**src/rtl/fnd_scan_controller.sv**
```systemverilog
// Binary-to-BCD front end and digit scanner for the 4-digit FND display.
// A captured 14-bit value is converted with one double-dabble step per clock.
// A free-running divider then steps through the four digits, with optional
// leading-zero blanking applied to the enable.
module fnd_scan_controller #(
    parameter int CLK_HZ  = 100_000_000,
    parameter int SCAN_HZ = 1_000
) (
    input  logic        i_clk,
    input  logic        i_reset,
    input  logic [13:0] i_value,
    input  logic        i_load,
    input  logic        i_blankLz,
    input  logic        i_dispEn,
    output logic [1:0]  o_digitSelect,
    output logic [3:0]  o_bcdValue,
    output logic        o_en,
    output logic        o_busy
);

    localparam int DIV   = CLK_HZ / SCAN_HZ;
    localparam int DIV_W = (DIV >= 2) ? $clog2(DIV) : 1;
    localparam logic [DIV_W-1:0] DIV_LAST = DIV_W'(DIV - 1);

    generate
        if (DIV < 2) begin : g_bad_div
            $error("fnd_scan_controller: CLK_HZ/SCAN_HZ must be at least 2");
        end
    endgenerate

    typedef enum logic {S_IDLE, S_CONV} state_t;

    state_t      state, state_next;
    logic        load_accept;
    logic        conv_done;
    logic [13:0] value_sat;
    logic [13:0] bin_reg;
    logic [15:0] bcd_reg;
    logic [3:0]  step;
    logic [15:0] bcd_adj;
    logic [15:0] bcd_shift;
    logic [13:0] bin_shift;
    logic [15:0] disp_reg;
    logic [DIV_W-1:0] div_cnt;
    logic [1:0]  digit_cnt;
    logic        scan_tick;
    logic        blank;

    // Values above four decimal digits are shown as 9999.
    assign value_sat = (i_value > 14'd9999) ? 14'd9999 : i_value;

    // State register: idle or converting.
    always_ff @(posedge i_clk or negedge i_reset) begin
        if (!i_reset) state <= S_IDLE;
        else          state <= state_next;
    end

    // Next state: accept a load only when idle; finish after the 14th step.
    always_comb begin
        state_next  = state;
        load_accept = 1'b0;
        conv_done   = 1'b0;
        case (state)
            S_IDLE: begin
                if (i_load) begin
                    load_accept = 1'b1;
                    state_next  = S_CONV;
                end
            end
            S_CONV: begin
                if (step == 4'd13) begin
                    conv_done  = 1'b1;
                    state_next = S_IDLE;
                end
            end
            default: state_next = S_IDLE;
        endcase
    end

    // One double-dabble step: add 3 to every nibble >= 5, then shift left.
    always_comb begin
        bcd_adj = bcd_reg;
        for (int i = 0; i < 4; i++) begin
            if (bcd_reg[i*4 +: 4] >= 4'd5) bcd_adj[i*4 +: 4] = bcd_reg[i*4 +: 4] + 4'd3;
        end
        bcd_shift = {bcd_adj[14:0], bin_reg[13]};
        bin_shift = {bin_reg[12:0], 1'b0};
    end

    // Conversion working registers and step counter.
    always_ff @(posedge i_clk or negedge i_reset) begin
        if (!i_reset) begin
            bin_reg <= '0;
            bcd_reg <= '0;
            step    <= '0;
        end else if (load_accept) begin
            bin_reg <= value_sat;
            bcd_reg <= '0;
            step    <= '0;
        end else if (state == S_CONV) begin
            bin_reg <= bin_shift;
            bcd_reg <= bcd_shift;
            step    <= step + 4'd1;
        end
    end

    // Display register takes the finished result on the last step's edge.
    always_ff @(posedge i_clk or negedge i_reset) begin
        if (!i_reset)       disp_reg <= '0;
        else if (conv_done) disp_reg <= bcd_shift;
    end

    assign scan_tick = (div_cnt == DIV_LAST);

    // Free-running scan divider and digit counter, independent of conversion.
    always_ff @(posedge i_clk or negedge i_reset) begin
        if (!i_reset) begin
            div_cnt   <= '0;
            digit_cnt <= '0;
        end else if (scan_tick) begin
            div_cnt   <= '0;
            digit_cnt <= digit_cnt + 2'd1;
        end else begin
            div_cnt   <= div_cnt + DIV_W'(1);
        end
    end

    // Leading-zero blanking for the digit currently selected.
    always_comb begin
        blank = 1'b0;
        if (i_blankLz) begin
            case (digit_cnt)
                2'd3: blank = (disp_reg[15:12] == 4'd0);
                2'd2: blank = (disp_reg[15:8] == 8'd0);
                2'd1: blank = (disp_reg[15:4] == 12'd0);
                default: blank = 1'b0;
            endcase
        end
    end

    assign o_digitSelect = digit_cnt;
    assign o_bcdValue    = disp_reg[{digit_cnt, 2'b00} +: 4];
    assign o_en          = i_dispEn & ~blank;
    assign o_busy        = (state == S_CONV);

endmodule

```
**config.mk**
```make
export PLATFORM = sky130hd
export DESIGN_NAME = fnd_scan_controller
export DESIGN_NICKNAME = d
export VERILOG_FILES = /design/src/rtl/fnd_scan_controller.sv
export SDC_FILE = /design/constraint.sdc
export NUM_CORES = 1
export LEC_CHECK = 0
export BUFFER_PORTS_ARGS = -buffer_cell sky130_fd_sc_hd__buf_2
export CAP_MARGIN = 0
export CORE_ASPECT_RATIO = 1.5
export CORE_MARGIN = 10
export CORE_UTILIZATION = 50
export DETAILED_ROUTE_END_ITERATION = 10
export PLACE_DENSITY = 0.78
export SETUP_SLACK_MARGIN = 0.3
export SYNTH_ARGS = -nofsm -noshare
export SYNTH_HDL_FRONTEND = slang
export SYNTH_SLANG_ARGS = --single-unit
export TNS_END_PERCENT = 100
```
**constraint.sdc**
```tcl
create_clock -name i_clk -period 2.9 [get_ports i_clk]
set_input_delay 0.58 -clock i_clk [delete_from_list [all_inputs] [get_ports i_clk]]
set_output_delay 0.58 -clock i_clk [all_outputs]
set_load 0.01 [all_outputs]
```
# [After elaboration in Yosys (flattened, before gate mapping)]
# Index checks and enable logic that the tools add are counted.
[classes] add_sub_neg=7 order_cmp=5 eq_ne=5 shift=1 n_mux=20 bitwise=3 n_reduce_logical=4
[ops] cell="14-bit 2-to-1 mux" n=3
[ops] cell="16-bit 2-to-1 mux" n=2
[ops] cell="4-bit 2-to-1 mux" n=5
[ops] cell="17-bit by 1-bit adder with 17-bit output, second input constant" n=1
[ops] cell="17-bit == test, second input constant" n=1
[ops] cell="17-bit 2-to-1 mux" n=1
[ops] cell="4-bit by 3-bit greater-or-equal comparator with 1-bit output, second input constant" n=4
[ops] cell="16-bit by 5-bit indexed part select with 4-bit output" n=1
[ops] cell="14-bit > comparator, second input constant" n=1
[ops] cell="4-bit by 2-bit adder with 4-bit output, second input constant" n=3
[ops] cell="12-bit logical NOT" n=1
[ops] cell="8-bit logical NOT" n=1
[ops] cell="1-bit 2-to-1 mux" n=6
[ops] cell="4-bit by 1-bit adder with 4-bit output, second input constant" n=1
[ops] cell="2-bit == test, second input constant" n=2
[ops] cell="4-bit == test, second input constant" n=1
[ops] cell="4-bit logical NOT" n=1
[ops] cell="3-bit by 2-bit adder with 3-bit output, second input constant" n=1
[ops] cell="3-bit 2-to-1 mux" n=1
[ops] cell="1-bit case mux with 3 select lines" n=1
[ops] cell="2-bit by 1-bit adder with 2-bit output, second input constant" n=1
[ops] cell="2-bit by 1-bit == test with 1-bit output, second input constant" n=1
[ops] cell="1-bit inverter" n=2
[ops] cell="1-bit case mux with 2 select lines" n=1
[ops] cell="2 further kinds" n=2
[word_totals] register_bits=70 input_bits=19 word_cells=52

# [Longest topological paths before layout]
[depth] ltp_word=5 mapped_depth=6 mapped_depth_nobuf=6

# [Least setup slack after synthesis]
# OpenSTA, ideal clock, no wires.
[synth_timing] path_kind="flip-flop to output port" startpoint="register digit_cnt[0], in the netlist o_digitSelect[0]" endpoint="output o_en" arrival_time_ns=2.040 required_ns=2.320 setup_slack_ns=0.280 stages_incl_launch_ff=6 path_buffers=1 path_cell_list="dfrtp_1 clkbuf_1 inv_1 ha_1 or4b_2 o41a_1"
[synth_between] elab_chain_len=5
[synth_rtl] item="start, declared" line_no="45" source="logic [1:0] digit_cnt;"
[synth_rtl] item="start signal, assigned" line_no="122" source="digit_cnt <= digit_cnt + 2'd1;"
[synth_rtl] item="2-bit by 1-bit == test with 1-bit output / 2-bit == test (equally long branches)" line_no="132" source="case (digit_cnt)"
[synth_rtl] item="1-bit case mux with 3 select lines (*)" line_no="132"
[synth_rtl] item="1-bit 2-to-1 mux (*)" line_no="131" source="if (i_blankLz) begin"
[synth_rtl] item="1-bit inverter (*)" line_no="143" source="assign o_en = i_dispEn & ~blank;"
[synth_rtl] item="1-bit AND (*)" line_no="143"
[synth_rtl] item="end, declared" line_no="17" source="output logic o_en,"
# Mark *: on every way between the ends. The rest lies on a longest branch, timed or not.

# [Worst setup path in the final report]
[layout_timing] startpoint="register digit_cnt[1], in the netlist o_digitSelect[1]" endpoint="output o_en"
# Same word-level chain as after synthesis.

==> impl_results.md <==
* Outcome: complete, no violations
* Critical path cell sequence: inv_2, ha_1, or4b_1, o21bai_1, a21oi_2, o41a_1, buf_2
* Clock net sink count at 70
* Longest Clk Path Bufs at 2
* Dpl ws at 369 ps
* Worst vdd rail ir drop at 401 uV
* Pleak at 0.00192 uW
* Net Sw Frac at 0.350
* Die area at 10,900 um^2
* # setup viols final at 0
* Vias/cell at 5.58
* FF-to-FF setup slack at 980 ps
* Gate power share at 0.354
* Internal Power at 2480 uW
* Width of the die at 88.8 um
* Hold_buf cts at 0
* Warnings from Yosys at 0
* Crit end category: output pin
* Die Ht at 123 um
* Max reg flops at 17
* Power density cells at 947 nW/um^2
* Via count at 2,517
* Clk root buf: clkbuf_8
* Crit path buf inv count at 2
* RSZ-0062 raised after global routing: true
* DRC Markers at 0
* Syn_nets at 369
* FFs w/ async S/R, synth at 1.00
* Final TNS setup at 0 ps
* Fin util at 0.584
* Final WS setup at 154 ps
* R2R depth at 4
* Reg area at 1750 um^2
* Slew Viols, Final at 0
* WP depth at 7
* Area growth syn-to-layout at 13.3%
* WL final at 7290 um
* Synthesis-stage register bit count at 70
* Worst Tran Pin Value at 871 ps
* First-pass GRT wire length at 12,100 um
* Num rows at 37
* Arr. time, crit path at 2170 ps
* Vias in the first global route at 2,623
* CP Max Fanout at 3
* Fin area at 4030 um^2
* Core area at 6900 um^2
* Num CTS Buffers at 9
* Post-DP Area at 3770 um^2
* P_sw at 1330 uW
* GPL Wtd Cong at 0.831
* Netlist cell types at 44
* Cell area after synthesis at 3550 um^2
* Detailed placement HPWL at 5140 um
* Total GRT Usage at 0.142
* Nets at 402
* WP data required at 2320 ps
* # diodes at 0
* Max Cap Viol at 0
* Max Freq at 364 MHz
* Post-Synth Simple-Gate Area at 0.168
* Port buffer count at 26
* Post-synthesis sequential area ratio at 0.493
* Period minus WS final at 2750 ps
* Fin crit share at 0.947
* Max-Slew Margin vs Limit at 0.420
* Reg2Reg Launch Point: div_cnt[11]
* Largest family of logic cells by synthesized area: simple AND/OR/NAND/NOR gates
* Post-synthesis adder-cell area fraction at 0.0528
* HP Class: input pin to async pin
* Crit path largest cell delay at 420 ps
* Synthesized netlist cell count at 335
* Layout cells sized above 1 at 0.212
* Total number of H-tree levels at 3
* Fraction of the mapped netlist area in compound gates at 0.122
* Initial antenna violation count at 0
* Post-synth EDFFs at 0
* Startpoint types: flip-flop
* Mux contribution to synthesized area at 0.0782
* RR Endpoint: o_digitSelect[0]
* Final Hold Viols at 0
* Crit Path Class: flip-flop to output pin
* TritonCTS clock tree: built
* 1st-iter DRT viols at 134
* DR WL/cell at 16.2 um
* Total gr overflow at 0
* Largest net degree at the start of global routing at 71
* TritonRoute pass-1 iters at 4
* XOR/XNOR Fraction of Synth Area at 0.0518
* Avg Inst Size Synth at 10.6 um^2
* Dpl cells at 432
* Non-filler instance count after layout at 451
* Initial Utilization at 0.515
* Worst path slowest cell: dfrtp_2
* I/O pins at 27
* Critical path's top delay family: compound AO/OA/AOI/OAI gates
* CP startpoint: o_digitSelect[1]
* Clock share of power at 0.229
* FILL cells at 563
* Clock skew at 8.25 ps
* Seq pwr share at 0.417
* Clock transition at path regs at 80 ps
* Top FF cell, synth: dfrtp_1
* Routed Antenna Nets at 0
* Clk_lat worst skew at 350 ps
* Multi-input gate area at 1690 um^2
==> cells in the final DEF (no fill, tap or decap), drive strengths merged, types with 11 or more instances in the layout <==
cell type and instances:
buf 35, o21ai 24, nand2 37, dfrtp 70, ha 15, mux2i 12, inv 17, nand2b 11
nor2 18, a21oi 16, xnor2 17
==> repair_timing <==
action,CTS,global route
buffers inserted,2,1
resized for setup,3,3
endpoints found under the setup margin,1,1
pin swaps,1,2
gates cloned,0,0
==> Yosys cell counts, drive strengths merged, types with 2 or more instances <==
cell / count / area [um^2]
a21o: 4 / 30.0
a21oi: 16 / 80.1
a22o: 6 / 52.6
a22oi: 4 / 30.0
and2: 5 / 31.3
buf: 4 / 22.5
clkbuf: 9 / 33.8
dfrtp: 70 / 1750
ha: 15 / 188
inv: 17 / 63.8
mux2: 6 / 67.6
mux2i: 12 / 120
mux4: 4 / 90.1
nand2: 37 / 141
nand2b: 11 / 68.8
nand3: 9 / 45.0
nand4: 6 / 37.5
nor2: 18 / 67.6
nor3: 2 / 10.0
nor3b: 8 / 60.1
nor4: 5 / 46.3
o21ai: 24 / 124
o221a: 6 / 67.6
o31ai: 2 / 15.0
or4b: 2 / 20.0
xnor2: 17 / 149
xor2: 4 / 35.0
==> layer usage <==
metal	GRT usage	up-vias	wire length [um]
met3	0.0230	19	169
li1	-	1238	-
met4	0.0842	0	255
met1	0.151	1224	2930
met5	0	-	0
met2	0.255	36	3940
==> power groups by stage <==
stage	Sequential, uW	Clock (uW)	Combinational [uW]
2_1_floorplan	1490	0	1080
3_3_place_gp	1590	0	1290
3_5_place_dp	1600	0	1370
4_1_cts	1590	883	1370
5_1_grt	1630	937	1520
6_report	1590	873	1350
==> area by class of cell <==
cell class,count,share of cell area
multi-input cells,235,0.419
repair buffers,35,0.0500
clock buffers,10,0.0342
flip-flops and latches,70,0.435
well taps,78,0.0242
clock inverters,6,0.0211
inverters,17,0.0158
==> cells by family (layout without fill, tap and decap cells) <==
group                    count (synthesis)  count (layout)
AO/OA/AOI/OAI                           66              66
XOR/XNOR                                21              21
adder cells (fa/ha/maj)                 15              15
buffers and inverters                   30              68
flip-flops                              70              70
multiplexers                            22              22
AND/OR/NAND/NOR                        111             111
==> worst reg2reg max path: stages, from the launching register on <==
cell and delay (ps):
dfrtp_1 450, or4_4 580, nor4_4 470, buf_4 240, xnor2_1 120
==> metrics by stage <==
stage / hold slack, ps / total power (uW)
floorplan: 284 / 2570
global placement: 468 / 2880
detailed placement: 477 / 2970
CTS: 469 / 3840
global route: 509 / 4090
finish: 417 / 3810
==> worst max-delay path by stage <==
stage | slack [ps] | to
after floorplan | 400 | o_en
after global placement | 450 | o_en
after detailed placement | 370 | o_en
after CTS | 150 | o_en
after global routing | 80 | o_en
final | 150 | o_en
Note: power is estimated with default switching activity, not from simulation.
